--- config.mk ---
export PLATFORM = sky130hd
export DESIGN_NAME = i2c_slave_read_byte
export DESIGN_NICKNAME = d
export VERILOG_FILES = /design/src/rtl/i2c_slave_read_byte.sv
export SDC_FILE = /design/constraint.sdc
export NUM_CORES = 1
export LEC_CHECK = 0
export CAP_MARGIN = 10
export CELL_PAD_IN_SITES_DETAIL_PLACEMENT = 0
export CELL_PAD_IN_SITES_GLOBAL_PLACEMENT = 1
export CORE_ASPECT_RATIO = 0.6
export CORE_MARGIN = 1
export CORE_UTILIZATION = 25
export CTS_CLUSTER_DIAMETER = 100
export CTS_CLUSTER_SIZE = 40
export DETAILED_ROUTE_END_ITERATION = 12
export HOLD_SLACK_MARGIN = 0.15
export PLACE_DENSITY_LB_ADDON = 0.1
export SLEW_MARGIN = 10
export SYNTH_ARGS = -nofsm -noshare
export SYNTH_HDL_FRONTEND = slang
export SYNTH_SLANG_ARGS = --single-unit
--- constraint.sdc ---
create_clock -name clock -period 2.9 [get_ports clock]
set_input_delay 0.58 -clock clock [delete_from_list [all_inputs] [get_ports clock]]
set_output_delay 0.58 -clock clock [all_outputs]
set_load 0.03 [all_outputs]
--- src/rtl/i2c_slave_read_byte.sv ---
// Slave-side I2C byte receiver: shifts DATA_WIDTH bits in MSB first on SCL rising
// edges, then drives ACK/NACK on the ninth clock through an open-drain style output.
module i2c_slave_read_byte #(
   parameter int DATA_WIDTH = 8
) (
   input  logic                  clock,
   input  logic                  reset_n,
   input  logic                  enable,
   input  logic                  ack,
   output logic [DATA_WIDTH-1:0] data_out,
   output logic                  data_valid,
   output logic                  finish,
   output logic                  abort,
   output logic                  busy,
   input  logic                  scl,
   input  logic                  sda_in,
   output logic                  sda_out
);

   localparam int CW = $clog2(DATA_WIDTH + 1);

   typedef enum logic [1:0] {
      IDLE,
      RECV,
      ACK_SETUP,
      ACK_HOLD
   } state_t;

   state_t                state;
   logic                  scl_last;
   logic                  sda_last;
   logic [CW-1:0]         counter;
   logic [DATA_WIDTH-2:0] shift;
   logic [DATA_WIDTH-1:0] shift_next;
   logic                  scl_rise;
   logic                  scl_fall;
   logic                  sda_change;

   assign scl_rise   = !scl_last && scl;
   assign scl_fall   = scl_last && !scl;
   // An SDA transition while SCL is steadily high is a START or STOP.
   assign sda_change = (sda_last != sda_in) && scl && scl_last;
   // Only the low DATA_WIDTH-1 bits are stored; the incoming bit completes the byte.
   assign shift_next = {shift, sda_in};
   assign busy       = (state != IDLE);

   // NOTE: sda_out is in the asynchronous reset so the bus is released the instant
   // reset asserts, even if the clock is stalled mid-ACK.
   always_ff @(posedge clock or negedge reset_n) begin
      if (!reset_n) begin
         state      <= IDLE;
         scl_last   <= 1'b1;
         sda_last   <= 1'b1;
         counter    <= '0;
         shift      <= '0;
         data_out   <= '0;
         data_valid <= 1'b0;
         finish     <= 1'b0;
         abort      <= 1'b0;
         sda_out    <= 1'b1;
      end else begin
         scl_last   <= scl;
         sda_last   <= sda_in;
         data_valid <= 1'b0;
         finish     <= 1'b0;
         abort      <= 1'b0;

         case (state)
            IDLE: begin
               if (enable && !scl) begin
                  state   <= RECV;
                  counter <= '0;
                  sda_out <= 1'b1;
               end
            end

            RECV: begin
               if (sda_change) begin
                  abort   <= 1'b1;
                  counter <= '0;
                  state   <= IDLE;
               end else if (scl_rise) begin
                  shift <= shift_next[DATA_WIDTH-2:0];
                  if (counter == CW'(DATA_WIDTH - 1)) begin
                     counter    <= '0;
                     data_out   <= shift_next;
                     data_valid <= 1'b1;
                     state      <= ACK_SETUP;
                  end else begin
                     counter <= counter + 1'b1;
                  end
               end
            end

            ACK_SETUP: begin
               if (sda_change) begin
                  abort <= 1'b1;
                  state <= IDLE;
               end else if (scl_fall) begin
                  sda_out <= ~ack;
                  state   <= ACK_HOLD;
               end
            end

            ACK_HOLD: begin
               // This block owns SDA here, so line changes are not bus conditions.
               if (scl_fall) begin
                  sda_out <= 1'b1;
                  finish  <= 1'b1;
                  state   <= IDLE;
               end
            end

            default: state <= IDLE;
         endcase
      end
   end

endmodule

==> flow_summary.yaml, run 1 <==
route:
  avgViaCountPerCell: 4.40
  drtAntennaViolNets: 0
  firstDrtPassIters: 4
  drt_iter0_drc: 27
  drc: 0
  vias: 796
  wl_per_cell_um: 13.7
  wl_mm: 2.48
clock_tree:
  clock_latency_ps: 270
  cts_tree: "done"
  clkSlewWorstSetupHoldPaths_ps: 100
  cts.repair.resized: 0
  hold_buffers: 0
  cts_sinks: 27
  cts_max_path_buffers: 2
  cts_root_buffer: "clkbuf_8"
  cts_max_level: 1
  post-cts-setup-buffers: 0
  cts_made_buffers: 3
timing:
  worstMarginPinSlew_ps: 638
  fmaxAchievable_ghz: 0.406
  slew_viol_final: 0
  rsz0062_at_grt: "no"
  finalHoldViolations: 0
  fin_ws_ps: 437
  setup_viol: 0
  period_share_pct: 84.9
  finClkSkew_ps: 10.6
  tns_ps: 0
  fin_crit_ps: 2460
  max_slew_margin_pct: 57.5
pwr:
  cellLeakagePower_nw: 0.710
  power.total_w: 0.00117
  ir_drop_uv: 211
  p_per_area_nw_per_um2: 757
yosys:
  yosysWarnings: 0
  synth_edf_count: 0
  syn_nets: 108
  synth_top_area_share_pct: 48.7
  synthTopCellsByArea: "dfrtp_1 49%, mux2_2 16%, ha_1 7.1%, dfstp_2 6.4%, nand3b_1 1.8%"
  ys_types: 31
  async_reset_ff_share_pct: 100
  ys_seq_area_share_pct: 55.1
  synth.avg_cell_area_um2: 13.0
  synth_seq_cells: 27
  ys.flop_type: "dfrtp_1"
  syn_area_um2: 1230
  synth_top_area_cell: "dfrtp_1"
  netlist_instances: 95
floorplan:
  die_y_um: 56.4
  io_pins: 19
  rows: 19
  die_w_um: 92.7
  dieArea_um2: 5230
  initial_core_util_pct: 26.5
  core_area_um2: 4660
critical_path:
  crit_start: "state[0]"
  reg2reg_from: "state[1]"
  cp_data_required_time_ps: 2320
  crit_path_start_kind: "flop"
  timing.rr.end: "counter[3]"
  worstRegToRegCells: 6
  cp-end-kind: "output port"
  arrival_ps: 1880
  path_max_fanout: 6
  worstSetupPathType: "flop to output port"
  reg2reg_slack_ps: 600
  crit_end: "busy"
placed_design:
  io_buffers: 18
  routabilityCongestion: 0.781
  post-place-ws_ps: 231
  place_hpwl_mm: 1.84
  placed_cells: 177
global_route:
  antenna_found_initial: 0
  grt_max_degree: 28
  grt_overflow: 0
  grt_pass1_vias: 839
  grt_use_total_pct: 11.2
  grt_pass1_wl_mm: 4.40
finish:
  post-route-util_pct: 33.2
  nets: 132
  final_cell_mix: "24 x dfrtp_1, 18 x mux2_2, 18 x clkdlybuf4s50_1"
  diodes: 0
  areaGrowthSynthToFinish_pct: 25.6
  fin_cells: 181
  final_common_cell: "dfrtp_1"
  drive_gt1_share_pct: 25.4
job:
  maxCapViolations: 0
run_status:
  status: "finished, final reports clean"
min_path:
  hold_class: "flop to flop"
==> cells in the mapped netlist (all sizes together), types with 2 or more instances <==
| cell type | number |
|---|---|
| inv | 4 |
| o21ai | 2 |
| dfstp | 3 |
| nand3b | 3 |
| mux2 | 18 |
| dfrtp | 24 |
| and2 | 2 |
| ha | 7 |
| nor2 | 7 |
| nand2 | 4 |
| o2bb2ai | 2 |
| o211ai | 2 |
==> critical path, stage by stage, from the launching register on <==
cell	delay, ps
dfrtp_1	430
inv_1	120
ha_1	300
inv_1	90
clkdlybuf4s50_1	660
==> metal layers <==
layer	routed length [um]	global-route usage [%]
met1	1420	17.5
met2	962	15.2
met3	85	3.25
met4	16	1.98
met5	0	0
==> state kept, by name, summed over array words and instances, names as in the netlist <==
signal	cells
state	2
scl_last	1
data_out	8
counter	4
shift	7
finish	1
abort	1
sda_out	1
sda_last	1
data_valid	1
==> kinds of logic after synthesis <==
kind of cell               synth area share [%]
AOI/OAI and AO/OA                          6.69
xor gates and xnor gates                  0.710
adders and majority gates                  7.10
buffers and inverters                      1.62
DFF                                        55.1
muxes                                      17.2
and+or+nand+nor                            11.6
==> through the flow <==
stage / instance area, um2 / hold WS (ps)
after floorplan: 1230 / 284
after global placement: 1500 / 485
after detailed placement: 1500 / 490
after CTS: 1550 / 514
after global routing: 1550 / 526
final: 1550 / 511
==> final cells by class <==
class | count | area [um2]
clock inverters | 1 | 5.00
well taps | 63 | 78.8
clock buffers | 3 | 41.3
fillers | 497 | 3110
inverters | 4 | 15.0
multi-input cells | 63 | 534
repair buffers | 20 | 195
flip-flops and latches | 27 | 679
==> how the worst min path moves through the flow <==
stage                        start     endpoint  cells past startpoint
after floorplan            reset_n        abort                      0
after global routing      shift[6]     shift[6]                      1
after global placement    shift[6]  data_out[7]                      1
after CTS                 shift[6]     shift[6]                      1
final                     shift[6]     shift[6]                      1
after detailed placement  shift[6]     shift[6]                      1
==> where the power goes <==
part	switching, W	internal, W	total (W)
Sequential	0.0000609	0.000460	0.000521
Combinational	0.000237	0.000201	0.000438
Clock	0.000117	0.0000962	0.000213
Power figures use the tool's default switching activity.
==> run 2: changes to the inputs <==
- clock period: 2.9 -> 2.2 ns (I/O delays scaled with it)
==> run 2 against run 1 <==
Power is 34% higher. Worst hold slack got worse by 3.8 ps. Combinational power is 40% higher. Non-clock buffer count up 6. Cell count is 3.3% higher. Setup slack worse by 260 ps. Clock skew decreased by 8.2 ps. Core utilization is 1.2 points higher. Sequential power is 31% higher. First-iteration DRC count increased by 37%. Via count decreased by 0.63%. Die area did not move. Critical endpoint is now counter[0]. Largest cell class unchanged.
==> flow_summary.yaml, run 2 (same netlist as run 1, synthesis figures left out) <==
floorplan:
  core_area_um2: 4660
  io_pins: 19
  initial_core_util_pct: 26.5
  die_w_um: 92.7
  die_y_um: 56.4
  dieArea_um2: 5230
  rows: 19
timing:
  fin_ws_ps: 181
  slew_viol_final: 0
  rsz0062_at_grt: "no"
  fmaxAchievable_ghz: 0.495
  finalHoldViolations: 0
  max_slew_margin_pct: 71.4
  worstMarginPinSlew_ps: 426
  period_share_pct: 91.8
  fin_crit_ps: 2020
  holdWs_ps: 507
  setup_viol: 0
  finClkSkew_ps: 2.35
placed_design:
  io_buffers: 18
  place_hpwl_mm: 1.71
  post-place-ws_ps: -62.8
  routabilityCongestion: 0.770
finish:
  final_cell_mix: "24 x dfrtp_1, 18 x mux2_2, 17 x clkdlybuf4s50_1"
  areaGrowthSynthToFinish_pct: 30.0
  post-route-util_pct: 34.4
  reg.largest.list: "data_out (8), shift (7), counter (4)"
  top_register: "data_out"
  num-fill-cells: 483
  nets: 138
  diodes: 0
  drive_gt1_share_pct: 28.2
  final_common_cell: "dfrtp_1"
  largest_reg_flops: 8
clock_tree:
  cts_sinks: 27
  cts_made_buffers: 3
  cts_max_level: 1
  clkSlewWorstSetupHoldPaths_ps: 90
  post-cts-setup-buffers: 0
  cts_max_path_buffers: 2
  cts_tree: "done"
  clock_latency_ps: 270
  cts_root_buffer: "clkbuf_8"
critical_path:
  max_stage_delay_ps: 420
  worstRegToRegCells: 7
  timing.rr.end: "counter[0]"
  worstPathCellList: "inv_1 -> ha_1 -> and2_1 -> a222oi_1 -> buf_4 -> o21ai_1 -> mux2_2"
  crit_path_start_kind: "flop"
  crit_path_top_delay_cell: "dfrtp_1"
  worstSetupPathType: "flop to flop"
  path_max_fanout: 10
  cp_data_required_time_ps: 2360
  cp-end-kind: "flop"
  arrival_ps: 2180
  reg2reg_slack_ps: 180
  reg2reg_from: "state[1]"
global_route:
  grt_pass1_wl_mm: 4.14
  grt_pass1_vias: 811
  grt_use_total_pct: 10.5
  grt_max_degree: 28
  grt_overflow: 0
  antenna_found_initial: 0
route:
  drc: 0
  vias: 791
  avgViaCountPerCell: 4.23
  wl_per_cell_um: 12.9
  drt_iter0_drc: 37
  drtAntennaViolNets: 0
  firstDrtPassIters: 4
  wl_mm: 2.41
run_status:
  status: "finished, final reports clean"
min_path:
  hold_end: "data_out[7]"
  hold_class: "flop to flop"
  min_from: "shift[6]"
  hold_depth: 1
pwr:
  cellLeakagePower_nw: 0.740
  ir_drop_uv: 247
  p_per_area_nw_per_um2: 980
job:
  maxCapViolations: 0
run 2: cell count changes in the layout (fill, tap and decap cells not counted), sizes merged:
cell           before  now
dlygate4sd2         0    1
clkdlybuf4s50      18   17
buf                 2    8
clkbuf              3    4
clkinv              1    0
run 2: critical path, delay by kind of cell, from the launching register on:
family	cells	cell delay, ps
DFF	1	420
adders and majority gates	1	370
and+or+nand+nor	1	180
muxes	1	370
AOI/OAI and AO/OA	2	260
buffers and inverters	2	310
run 2: how the worst max path moves through the flow:
stage	startpoint	to	slack (ps)	cells past startpoint
after floorplan	state[1]	counter[3]	290	7
after global placement	sda_in	counter[0]	-60	6
after CTS	state[0]	busy	160	4
final	state[1]	counter[0]	180	7
after detailed placement	sda_in	counter[0]	-60	6
after global routing	state[1]	counter[3]	20	7
run 2: repair_timing:
| action | CTS | global route |
|---|---|---|
| setup endpoints to repair | 1 | 0 |
| gates resized for setup | 1 | 0 |
| hold buffers | 0 | 0 |
run 2: per-layer routing:
metal | share of wire (%) | vias to the layer above | track usage, %
li1 | - | 399 | -
met1 | 57 | 373 | 16.4
met2 | 38 | 17 | 13.1
met3 | 4.5 | 2 | 3.66
met4 | 0.62 | 0 | 2.64
met5 | 0 | - | 0
run 2: area by class of cell:
cell class / instances / area (um2) / area share, %
flip-flops and latches: 27 / 679 / 42.4
multi-input cells: 63 / 534 / 33.3
repair buffers: 26 / 251 / 15.7
well taps: 63 / 78.8 / 4.91
clock buffers: 4 / 45.0 / 2.81
inverters: 4 / 15.0 / 0.936
run 2: power breakdown:
part,internal [W],leakage (nW),switching (W)
Combinational,0.000301,0.363,0.000311
Sequential,0.000607,0.355,0.0000755
Clock,0.000129,0.0228,0.000147
run 2: metrics by stage:
stage	power (W)	instance area, um2	std cells	setup TNS [ps]
2_1_floorplan	0.00109	1230	95	0
3_3_place_gp	0.00132	1560	183	-80.3
3_5_place_dp	0.00132	1560	183	-63.4
4_1_cts	0.00160	1600	187	0
5_1_grt	0.00169	1600	187	0
6_report	0.00157	1600	187	0
==> run 3: changes to the inputs <==
- CAP_MARGIN: 10 -> 20
- GPL_ROUTABILITY_DRIVEN: default -> 0
- SETUP_SLACK_MARGIN: default -> 0.05
==> run 3 against run 2 <==
Power is 0.26% higher. Fmax grew 0.64%. Global-route usage unchanged. Register-to-register slack improved by 90 ps. Via count stayed put. First-iteration DRC count unchanged. Setup slack improved by 13 ps. Critical endpoint is now busy.
==> flow_summary.yaml, run 3 (same netlist as run 1, synthesis figures left out) <==
run_status:
  status: "finished, final reports clean"
clock_tree:
  post-cts-setup-buffers: 0
  cts_max_path_buffers: 2
  cts_max_level: 1
  hold_buffers: 0
  cts_made_buffers: 3
  cts_tree: "done"
  cts_sinks: 27
  clock_latency_ps: 270
  clkSlewWorstSetupHoldPaths_ps: 90
  cts_root_buffer: "clkbuf_8"
min_path:
  hold_class: "flop to flop"
critical_path:
  cp-end-kind: "output port"
  crit_path_start_kind: "flop"
  worstSetupPathType: "flop to output port"
  path_max_fanout: 6
  arrival_ps: 1570
  cp_data_required_time_ps: 1760
global_route:
  grt_overflow: 0
  antenna_found_initial: 0
  grt_pass1_vias: 811
  grt_use_total_pct: 10.5
  grt_max_degree: 28
  grt_pass1_wl_mm: 4.14
timing:
  finClkSkew_ps: 2.35
  rsz0062_at_grt: "no"
  fmaxAchievable_ghz: 0.498
  setup_viol: 0
  fin_ws_ps: 194
  worstMarginPinSlew_ps: 426
  fin_crit_ps: 2010
  finalHoldViolations: 0
  period_share_pct: 91.2
  tns_ps: 0
  slew_viol_final: 0
  max_slew_margin_pct: 71.4
finish:
  drive_gt1_share_pct: 29.0
  final_common_cell: "dfrtp_1"
  nets: 138
  reg.largest.list: "data_out (8), shift (7), counter (4)"
  diodes: 0
  num-fill-cells: 482
  final_area_um2: 1610
  largest_reg_flops: 8
  top_register: "data_out"
  areaGrowthSynthToFinish_pct: 30.2
  final_cell_mix: "24 x dfrtp_1, 18 x mux2_2, 17 x clkdlybuf4s50_1"
placed_design:
  post-place-ws_ps: -62.8
  dpl_cell_area_um2: 1560
  place_hpwl_mm: 1.71
  io_buffers: 18
job:
  maxCapViolations: 0
route:
  drtAntennaViolNets: 0
  firstDrtPassIters: 4
  wl_mm: 2.41
  drc: 0
  vias: 791
  avgViaCountPerCell: 4.23
  wl_per_cell_um: 12.9
  drt_iter0_drc: 37
pwr:
  p_sw_share_pct: 33.9
  combPwrFrac_pct: 39.1
  cellLeakagePower_nw: 0.739
  internal_power_w: 0.00104
  ir_drop_uv: 247
  seqPwrFrac_pct: 43.3
  power.switching_w: 0.000534
  p_clk_share_pct: 17.5
  p_per_area_nw_per_um2: 981
floorplan:
  die_y_um: 56.4
  die_w_um: 92.7
  initial_core_util_pct: 26.5
  core_area_um2: 4660
  io_pins: 19
  rows: 19
  dieArea_um2: 5230
run 3: through the flow:
step	power (W)	utilization, %	cells	hold slack (ps)
final	0.00158	34.5	187	507
after global placement	0.00132	33.5	183	485
after CTS	0.00160	34.4	187	512
after global routing	0.00170	34.5	187	534
after floorplan	0.00109	-	95	144
after detailed placement	0.00132	33.5	183	493
run 3: cell type report:
cell class / instances / area [um2] / area share, %
repair buffers: 26 / 251 / 15.7
multi-input cells: 63 / 537 / 33.4
flip-flops and latches: 27 / 679 / 42.3
well taps: 63 / 78.8 / 4.91
inverters: 4 / 15.0 / 0.935
clock buffers: 4 / 45.0 / 2.80
run 3: power by group through the flow:
stage | registers (W) | clock network [W] | logic (W)
2_1_floorplan | 0.000697 | 0 | 0.000390
3_3_place_gp | 0.000693 | 0 | 0.000628
3_5_place_dp | 0.000694 | 0 | 0.000624
4_1_cts | 0.000684 | 0.000295 | 0.000620
5_1_grt | 0.000701 | 0.000316 | 0.000680
6_report | 0.000683 | 0.000276 | 0.000616
run 3: worst max-delay path, cell delays in order (launching register included):
cell           delay [ps]
dfrtp_1               420
inv_1                 110
ha_1                  300
inv_1                  80
dlygate4sd2_1         390
run 3: path summary, 6_finish.rpt:
kind,start,end,slack [ps],depth (start not counted)
setup / recovery,state[0],busy,190,4
hold / removal,shift[6],data_out[7],510,1
setup reg to reg,state[1],counter[0],270,7
hold reg to reg,shift[6],data_out[7],510,1
max in group asynchronous,reset_n,sda_last,1340,2
min in group asynchronous,reset_n,data_out[5],550,2
run 3: metal layers:
layer	wire, um	up-vias	track usage (%)
li1	-	399	-
met1	1370	373	16.4
met2	911	17	13.1
met3	109	2	3.66
met4	15	0	2.64
met5	0	-	0
run 3: what timing repair did:
item	4_1_cts	5_1_grt
resized for setup	1	1
setup endpoints to repair	1	2
gates cloned	0	0
pin swaps	0	0
